File: src/rtl/addsub_arbiter_pkg.sv
// rtl/addsub_arbiter_pkg.sv - shared defaults, buffer state encoding and round-robin pick helper
package addsub_arbiter_pkg;

  localparam int NBIT_DEF  = 16;
  localparam int NREQ_DEF  = 2;
  localparam int REQ_MAX   = 32;
  localparam int IDX_MAX_W = 5;
  localparam int IDX_W1    = IDX_MAX_W + 1;

  typedef enum logic {
    EMPTY = 1'b0,
    FULL  = 1'b1
  } state_t;

  typedef struct packed {
    logic                 found;
    logic [IDX_MAX_W-1:0] idx;
  } pick_t;

  // First set bit of valid at or after ptr, wrapping at nreq back to 0.
  function automatic pick_t rr_pick(input logic [REQ_MAX-1:0]   valid,
                                    input logic [IDX_MAX_W-1:0] ptr,
                                    input logic [IDX_MAX_W:0]   nreq);
    pick_t               p;
    logic [IDX_MAX_W:0]  idx;
    p = '0;
    for (int k = 0; k < REQ_MAX; k++) begin
      idx = {1'b0, ptr} + IDX_W1'(k);
      if (idx >= nreq) idx = idx - nreq;
      if ((IDX_W1'(k) < nreq) && !p.found && valid[idx[IDX_MAX_W-1:0]]) begin
        p.found = 1'b1;
        p.idx   = idx[IDX_MAX_W-1:0];
      end
    end
    return p;
  endfunction

endpackage

File: src/rtl/addsub_arbiter_add_sub.sv
// rtl/addsub_arbiter_add_sub.sv - shared modulo-2^nBit adder/subtractor (cond=1 -> a-b)
module add_sub #(
  parameter int nBit = 16
) (
  input  logic [nBit-1:0] a,
  input  logic [nBit-1:0] b,
  input  logic            cond,
  output logic [nBit-1:0] result
);

  assign result = cond ? (a - b) : (a + b);

endmodule

File: src/rtl/addsub_arbiter.sv
// rtl/addsub_arbiter.sv - round-robin share of one add_sub with a one-entry registered result buffer
module addsub_arbiter
  import addsub_arbiter_pkg::*;
#(
  parameter int NBIT = NBIT_DEF,
  parameter int NREQ = NREQ_DEF,
  parameter int IDW  = (NREQ > 1) ? $clog2(NREQ) : 1
) (
  input  logic                 clk,
  input  logic                 rst_n,
  input  logic [NREQ-1:0]      req_valid,
  output logic [NREQ-1:0]      req_ready,
  input  logic [NREQ*NBIT-1:0] req_a,
  input  logic [NREQ*NBIT-1:0] req_b,
  input  logic [NREQ-1:0]      req_sub,
  output logic                 rsp_valid,
  input  logic                 rsp_ready,
  output logic [NBIT-1:0]      rsp_data,
  output logic [IDW-1:0]       rsp_id
);

  state_t          state, state_nx;
  logic [IDW-1:0]  rr_ptr;
  pick_t           pick;
  logic            can_accept;
  logic            fire;
  logic [IDW-1:0]  gnt_id;
  logic [NBIT-1:0] op_a, op_b, op_res;
  logic            op_sub;

  assign pick       = rr_pick(REQ_MAX'(req_valid), IDX_MAX_W'(rr_ptr), IDX_W1'(NREQ));
  assign gnt_id     = pick.idx[IDW-1:0];
  assign can_accept = (state == EMPTY) | rsp_ready;
  assign fire       = can_accept & pick.found;
  assign rsp_valid  = (state == FULL);

  always_comb begin
    req_ready = '0;
    for (int i = 0; i < NREQ; i++)
      req_ready[i] = rst_n & fire & (pick.idx == IDX_MAX_W'(i));
  end

  // Operand mux feeding the single shared datapath.
  assign op_a   = req_a[int'(pick.idx)*NBIT +: NBIT];
  assign op_b   = req_b[int'(pick.idx)*NBIT +: NBIT];
  assign op_sub = req_sub[pick.idx];

  add_sub #(.nBit(NBIT)) u_add_sub (
    .a      (op_a),
    .b      (op_b),
    .cond   (op_sub),
    .result (op_res)
  );

  always_comb begin
    state_nx = state;
    case (state)
      EMPTY:   if (fire) state_nx = FULL;
      FULL:    if (rsp_ready && !fire) state_nx = EMPTY;
      default: state_nx = EMPTY;
    endcase
  end

  always_ff @(posedge clk or negedge rst_n) begin
    if (!rst_n) state <= EMPTY;
    else        state <= state_nx;
  end

  always_ff @(posedge clk or negedge rst_n) begin
    if (!rst_n) begin
      rsp_data <= '0;
      rsp_id   <= '0;
      rr_ptr   <= '0;
    end else if (fire) begin
      rsp_data <= op_res;
      rsp_id   <= gnt_id;
      rr_ptr   <= (pick.idx == IDX_MAX_W'(NREQ-1)) ? '0 : gnt_id + 1'b1;
    end
  end

endmodule

File: config.mk
export PLATFORM = sky130hd
export DESIGN_NAME = addsub_arbiter
export DESIGN_NICKNAME = d
export VERILOG_FILES = /design/src/rtl/addsub_arbiter_pkg.sv /design/src/rtl/addsub_arbiter_add_sub.sv /design/src/rtl/addsub_arbiter.sv
export SDC_FILE = /design/constraint.sdc
export NUM_CORES = 1
export LEC_CHECK = 0
export CAP_MARGIN = 10
export CORE_MARGIN = 2
export CORE_UTILIZATION = 47
export CTS_CLUSTER_SIZE = 30
export DETAILED_ROUTE_END_ITERATION = 16
export GPL_TIMING_DRIVEN = 0
export PLACE_DENSITY = 0.87
export SKIP_CTS_REPAIR_TIMING = 1
export SLEW_MARGIN = 20
export SYNTH_ARGS = -nofsm -noshare
export SYNTH_HDL_FRONTEND = slang
export SYNTH_SLANG_ARGS = --single-unit
File: constraint.sdc
create_clock -name clk -period 6.25 [get_ports clk]
set_clock_uncertainty 0.2 [all_clocks]
set_input_delay 1.25 -clock clk [delete_from_list [all_inputs] [get_ports clk]]
set_output_delay 1.25 -clock clk [all_outputs]
set_load 0.02 [all_outputs]
==> impl_metrics.toml, run 1 <==
[power]
p_leak_nw = 1.385
switching_share = 0.4180
peakVddDrop_uv = 108.4
combinationalPowerShare = 0.661
power_per_cell_area_nw_per_um2 = 264.8
power.switching_mw = 0.3474
pwr-share-clk = 0.099
finalPower_mw = 0.8312
pwr-share-seq = 0.240
p_int_mw = 0.4838

[timing]
whs_ps = 273.1
hold_viol = 0
setup_ws_ps = 975.0
post-route-period-util = 0.8440
clock.fmax_mhz = 189.6
final-setup-viol-count = 0
slew_headroom = 0.4281
timing.final.max_slew_violations = 0
rsz0062_at_grt = "false"
min_period_ps = 5275
fin_tns_setup_ps = 0
tightest_slew_ps = 855.1

[synth]
netlist_area_sq_um = 2138
ys_async_sr_fraction = 1.000
avgSynthCellArea_sq_um = 7.503
ys_seq_area_frac = 0.2224
syn_nets = 372
yosys_warnings = 0
synth_edf_count = 0
synth_ff_type = "dfrtp_1"
synthCells = 285
synth_seq_cells = 19
synth_cell_type_count = 46

[cells_and_area]
num-fill-cells = 337
finalNonFillerCells = 430
flow.area_growth_from_synthesis_pct = 46.81
seqCellArea_sq_um = 475.5
antenna_cells = 0
drive_gt1_frac = 0.03175
multi_input_area_sq_um = 1609
nNetsFinal = 466

[grt]
grt_overflow = 0
grt_max_degree = 22
grt_pass1_vias = 2221
grt_antenna_before_repair = 0
grt_pass1_wl_microns = 9687
track_usage = 0.2290

[worst_setup_path]
cp-end-kind = "register"
worstPathCellList = "clkdlybuf4s50_1, nand2b_1, nand2_1, mux2i_1, o311ai_1, xnor2_1, ha_1, a211oi_1, o21ai_1, a41oi_1, o221ai_1, a21oi_1, xor2_1, o21ai_1"
cp.arrival_ps = 5210
start_kind = "input port"
cp_num_buf_inv = 1
worst-setup-path-type = "input port to register"
path_delay_family = "compound AO/OA/AOI/OAI gates"
critPathMostFrequentCell = "o21ai_1"
cpMaxStageDelayCell = "mux2i_1"
worst-endpoint-required_ps = 6180
critPathMaxStageDelay_ps = 640
crit_fanout = 9

[die]
dieArea_sq_um = 5105
floorplan.initialDensity = 0.4911
io_pins = 91
rows = 24
die_h_microns = 71.45
die_w_microns = 71.45
core_area_sq_um = 4354

[outcome]
status = "complete, no violations"

[placed_design]
dp_worst_setup_slack_ps = 763.4
portBuffers = 89
dpl.cell_count = 426
gp_congestion = 0.8512
dpl.hpwl_microns = 4757

[drt]
first_pass_iters = 4
routed_wl_microns = 5543
first_iter_violations = 95
avgRoutedWirePerCell_microns = 12.89
routed_via_density = 5.440
drc = 0
ant_nets = 0
via_count = 2339

[cts]
clk_latency_ps = 250
htree_levels = 1
cts_tree = "yes"
cts-root-buf = "clkbuf_8"
clk_pin_slew_ps = 70
clock-sinks = 19
cts_buffers = 3
cts_max_path_buffers = 2

[flow_run]
cap_violations = 0

[hold_path]
hp-class = "register to register"
==> power by group through the flow <==
| stage | combinational, mW | sequential, mW | clock, mW |
|---|---|---|---|
| floorplan | 0.279 | 0.260 | 0 |
| global placement | 0.536 | 0.200 | 0 |
| detailed placement | 0.548 | 0.202 | 0 |
| CTS | 0.550 | 0.200 | 0.0836 |
| global route | 0.606 | 0.206 | 0.0880 |
| finish | 0.549 | 0.199 | 0.0827 |
==> through the flow <==
stage | utilization | instance area, sq um
final | 0.7210 | 3139
after global routing | 0.7210 | 3139
after CTS | 0.7210 | 3139
after detailed placement | 0.7106 | 3094
after global placement | 0.7106 | 3094
after floorplan | - | 2138
==> layer usage <==
metal	share of wire	track usage
met1	0.45	0.3062
met2	0.48	0.3879
met3	0.059	0.01828
met4	0.011	0.08176
met5	0	0
==> Yosys cell counts (6+ instances only) <==
master | n | area [sq um]
clkbuf_1 | 6 | 22.52
o21ai_0 | 9 | 45.04
a21oi_1 | 19 | 95.09
o21ai_1 | 11 | 55.05
xor2_1 | 16 | 140.1
nand2_1 | 78 | 292.8
mux2i_1 | 14 | 140.1
xnor2_1 | 14 | 122.6
dfrtp_1 | 19 | 475.5
ha_1 | 15 | 187.7
nor2_1 | 12 | 45.04
==> cell usage in the layout (no fill, tap or decap), drive strengths merged, types with 3 or more instances in the layout <==
cell and instances:
clkdlybuf4s50 89, nand2 78, o21ai 20, a21oi 19
dfrtp 19, xor2 16, ha 15, mux2i 14
xnor2 14, nor2 13, clkbuf 10, or4 6
nand2b 5, nor3 5, buf 4, nand3 4
o31ai 4, o21a 4, a21o 4, and2 3
inv 3
==> final timing paths <==
check,depth (start not counted),end,slack (ps),startpoint
max,14,rsp_data[14],980,req_valid[0]
min,2,rsp_data[1],270,rsp_data[1]
max reg2reg,13,rsp_data[14],2080,rr_ptr
min reg2reg,2,rsp_data[1],270,rsp_data[1]
max in group asynchronous,1,rsp_data[8],4040,rst_n
min in group asynchronous,1,rsp_data[7],1290,rst_n
==> worst reg2reg max path, cell delays in order (launching register included) <==
cell and delay (ps):
dfrtp_1 390, nand2b_1 210, nand2_1 250, mux2i_1 640
o311ai_1 260, xnor2_1 200, ha_1 370, a211oi_1 340
o21ai_1 150, a41oi_1 380, o221ai_1 180, a21oi_1 190
xor2_1 210, o21ai_1 70
==> kinds of logic after synthesis <==
family                     after synthesis  share of synthesized area
adders and majority gates               16                    0.09713
buffers and inverters                   13                    0.02516
muxes                                   15                    0.07080
and+or+nand+nor                        124                     0.2580
AOI/OAI and AO/OA                       68                     0.2036
xor gates and xnor gates                30                     0.1229
DFF                                     19                     0.2224
==> registers in the layout (all words and copies together), names as in the netlist <==
name and flops:
rsp_id 1, rsp_data 16, rsp_valid 1, rr_ptr 1
==> layout make-up <==
cell class                      count  share of cell area
Multi-Input combinational cell    253              0.5126
Timing Repair Buffer               89              0.2838
Sequential cell                    19              0.1515
Tap cell                           52             0.02073
Clock buffer                        4             0.01435
Buffer                             10             0.01355
Inverter                            3            0.003587
Note: power is estimated with default switching activity, not from simulation.
==> run 2: changes to the inputs <==
Settings changed: CORE_UTILIZATION 47 to 43, PLACE_DENSITY 0.87 to 0.81.
Clock period 6.25 ns to 5.4 ns, I/O delays scaled along.
==> impl_metrics.toml, run 2 (same netlist as run 1, synthesis figures left out) <==
[worst_setup_path]
path_delay_family = "compound AO/OA/AOI/OAI gates"
cp_num_buf_inv = 4
worst-endpoint-required_ps = 5330
r2r_start = "rr_ptr"
start_kind = "input port"
worst-setup-path-type = "input port to register"
cp.depth = 16
cp.arrival_ps = 4990
r2r-end = "rsp_data[14]"
crit_start = "req_valid[0]"
cpMaxStageDelayCell = "clkdlybuf4s50_1"
cp-end-kind = "register"
cp-endpoint = "rsp_data[14]"
worstRegToRegCells = 15
critPathMaxStageDelay_ps = 550
reg2reg_setup_slack_ps = 1270
worstPathCellList = "clkdlybuf4s50_1, nand2b_1, and2_1, buf_2, buf_2, clkbuf_1, nand2_1, nand2_1, fa_1, a211oi_1, o21ai_1, a41oi_1, o221ai_1, a21oi_1, xor2_1, o21ai_1"
crit_fanout = 10

[placed_design]
gp_congestion = 0.8904
dpl.hpwl_microns = 4702
portBuffers = 89

[outcome]
status = "complete, no violations"

[cells_and_area]
antenna_cells = 0
largest_reg_flops = 16
drive_gt1_frac = 0.03439
nNetsFinal = 466
flow.area_growth_from_synthesis_pct = 47.86
layout_commonest_cell = "clkdlybuf4s50_1"
most-common-layout-cells = "clkdlybuf4s50_1 (89), nand2_1 (78), a21oi_1 (19), dfrtp_1 (19), xor2_1 (16)"
final_core_util = 0.6650
top_register = "rsp_data"

[drt]
first_pass_iters = 4
drc = 0
ant_nets = 0
avgRoutedWirePerCell_microns = 12.41
first_iter_violations = 97
routed_wl_microns = 5521
via_count = 2289
routed_via_density = 5.144

[cts]
clk_latency_ps = 260
clock-sinks = 19
htree_levels = 1
cts_max_path_buffers = 2
cts_buffers = 3
cts-root-buf = "clkbuf_8"
clk_pin_slew_ps = 70
cts_tree = "yes"

[hold_path]
hp-class = "register to register"

[die]
rows = 25
die_w_microns = 74.52
floorplan.initialDensity = 0.4497
io_pins = 91
core_area_sq_um = 4755
die_h_microns = 74.52
dieArea_sq_um = 5553

[power]
peakVddDrop_uv = 142.9
power_per_cell_area_nw_per_um2 = 304.1
finalPower_mw = 0.9616
p_leak_nw = 1.382

[grt]
grt_antenna_before_repair = 0
grt_pass1_vias = 2106
track_usage = 0.2087
grt_pass1_wl_microns = 9183
grt_max_degree = 22
grt_overflow = 0

[timing]
final-setup-viol-count = 0
slew_headroom = 0.4343
min_period_ps = 5054
rsz0062_at_grt = "false"
tightest_slew_ps = 845.9
timing.final.max_slew_violations = 0
post-route-period-util = 0.9358
clock.fmax_mhz = 197.9
hold_viol = 0

[flow_run]
cap_violations = 0
-- run 2: cell count changes in the layout (fill, tap and decap cells not counted) --
cell / before / now
mux2i_2: 0 / 1
mux2i_1: 14 / 13
-- run 2: final cells by class --
class | instances | area [sq um]
Buffer | 10 | 42.54
Clock buffer | 4 | 45.04
Fill cell | 410 | 1593
Inverter | 3 | 11.26
Multi-Input combinational cell | 253 | 1613
Sequential cell | 19 | 475.5
Tap cell | 67 | 83.83
Timing Repair Buffer | 89 | 890.9
-- run 2: power by group --
group	internal (mW)	leakage (nW)	switching (mW)	total (mW)
clock network	0.0524	0.0228	0.0437	0.0962
logic	0.308	1.13	0.327	0.636
registers	0.200	0.228	0.0301	0.230
-- run 2: worst min-delay path, stage by stage (launching register included) --
cell     delay (ps)
dfrtp_1         340
nand2_1          50
nand2_1          50
-- run 2: worst min-delay path by stage --
stage / from / endpoint / depth (start not counted)
3_3_place_gp: rsp_data[4] / rsp_data[4] / 2
6_report: rsp_data[4] / rsp_data[4] / 2
2_1_floorplan: rr_ptr / rr_ptr / 1
3_5_place_dp: rsp_data[4] / rsp_data[4] / 2
4_1_cts: rsp_data[4] / rsp_data[4] / 2
5_1_grt: rsp_data[4] / rsp_data[4] / 2
-- run 2: through the flow --
step	hold slack (ps)	instance area [sq um]	TNS [ps]	setup slack, ps	std cells
2_1_floorplan	249.9	2138	0	1110	285
3_3_place_gp	251.1	3113	0	92.18	441
3_5_place_dp	257.4	3113	-14.97	-14.97	441
4_1_cts	271.7	3158	0	246.2	445
5_1_grt	285.3	3162	0	25.31	445
6_report	263.4	3162	0	346.5	445
-- run 2: metal layers --
metal  global-route usage  vias to the layer above  routed length (microns)
li1                     -                     1198                        -
met1               0.2781                      999                     2551
met2               0.3540                       83                     2561
met3              0.01897                        9                      309
met4              0.07143                        0                       98
met5                    0                        -                        0
==> patch (settings of run 2) <==
The package constant `NREQ_DEF` goes from 2 to 8.
--- a/src/rtl/addsub_arbiter_pkg.sv
+++ b/src/rtl/addsub_arbiter_pkg.sv
@@ -2,7 +2,7 @@
 package addsub_arbiter_pkg;
 
   localparam int NBIT_DEF  = 16;
-  localparam int NREQ_DEF  = 2;
+  localparam int NREQ_DEF  = 8;
   localparam int REQ_MAX   = 32;
   localparam int IDX_MAX_W = 5;
   localparam int IDX_W1    = IDX_MAX_W + 1;
Ports: changed (6 resized); port bits go from 91 to 303. No check against the original RTL was run, so the function may have changed too.
==> patch against run 2 <==
- the flow now finishes with violations (negative setup slack)
- sequential cell count is 4 higher
- via count grew to 3.2 times the old value
- final area grew to 3.0 times the old value
- synthesized area is 140% higher
- core utilization is 14 points higher
- routed wire length grew to 4.4 times the old value
- register-to-register slack worse by 2700 ps
- critical path depth is 16 higher
- setup slack worse by 1800 ps
- non-clock buffer count is 316 higher
Power is not shown: default switching activity piles up to over one toggle a cycle in this logic, so the estimate is an artifact.
==> patch: results <==
placed_design:
  dp_hpwl_mm: 18.7
  place_congestion: 0.946
  dp_cells: 1180
  place_ws_ps: -2880
setup_path:
  worstRegToRegCells: 36
  max_stage_delay_ps: 590
  crit_start: "req_valid[5]"
  r2r_start: "rr_ptr[0]"
grt:
  grt_max_degree: 25
  grt_pass1_vias: 6590
  grt_pass1_wl_mm: 34.0
  grtUsageMet2_pct: 56.3
  track_usage_pct: 33.2
  use_met3_pct: 6.80
hold_path:
  min-delay-start: "rsp_id[1]"
yosys:
  yosys-top-cells-count: "187 x nand2_1, 64 x mux2i_1, 60 x nand3_1"
  synthTopCellsByArea: "nand2_1 14%, mux2i_1 12%, dfrtp_1 11%, ha_1 5.8%, nand3_1 5.8%"
  syn-instance-count: 731
  synth-xor-area-share_pct: 6.60
  ys_seq_area_share_pct: 11.1
  yosysTopAreaCell: "nand2_1"
  synth_fa_ha_area_share_pct: 6.19
  syn_nets: 1031
  synth_compound_area_share_pct: 19.3
status:
  status: "finished with violations"
  violations: "negative setup slack"
drt:
  firstDrtPassIters: 5
  met1Wirelength_mm: 9.41
  viasPerCell: 5.80
  drt-total-wl_mm: 24.4
timing:
  layout_setup_ws_ps: -1490
  setup_viol: 20
  max-slew-margin-rel_pct: 49.5
clock_network:
  cts-root-buf: "clkbuf_16"
cells_and_area:
  nFillCells: 857
## patch: per-stage QoR
stage | utilization, % | hold slack, ps | setup TNS, ps
5_1_grt | 80.7 | 313 | -15240
3_3_place_gp | 71.7 | 262 | -43860
3_5_place_dp | 71.7 | 269 | -44090
2_1_floorplan | - | 390 | -7290
4_1_cts | 72.4 | 283 | -39840
6_report | 80.7 | 284 | -11960
## patch: worst reg2reg max path, delay by kind of cell (launching register included)
kind,cells,cell delay [ps]
AO/OA/AOI/OAI,14,2230
multiplexers,3,970
buffers and inverters,9,970
XOR/XNOR,2,340
flip-flops,1,380
AND/OR/NAND/NOR,5,980
adder cells (fa/ha/maj),3,660
## patch: area by class of cell
cell class / count / share of cell area [%]
plain buffers: 51 / 5.37
clock buffers: 3 / 0.784
clock inverters: 1 / 0.0784
inverters: 17 / 0.732
multi-input cells: 639 / 49.0
flip-flops and latches: 23 / 6.01
well taps: 147 / 1.92
repair buffers: 364 / 36.1
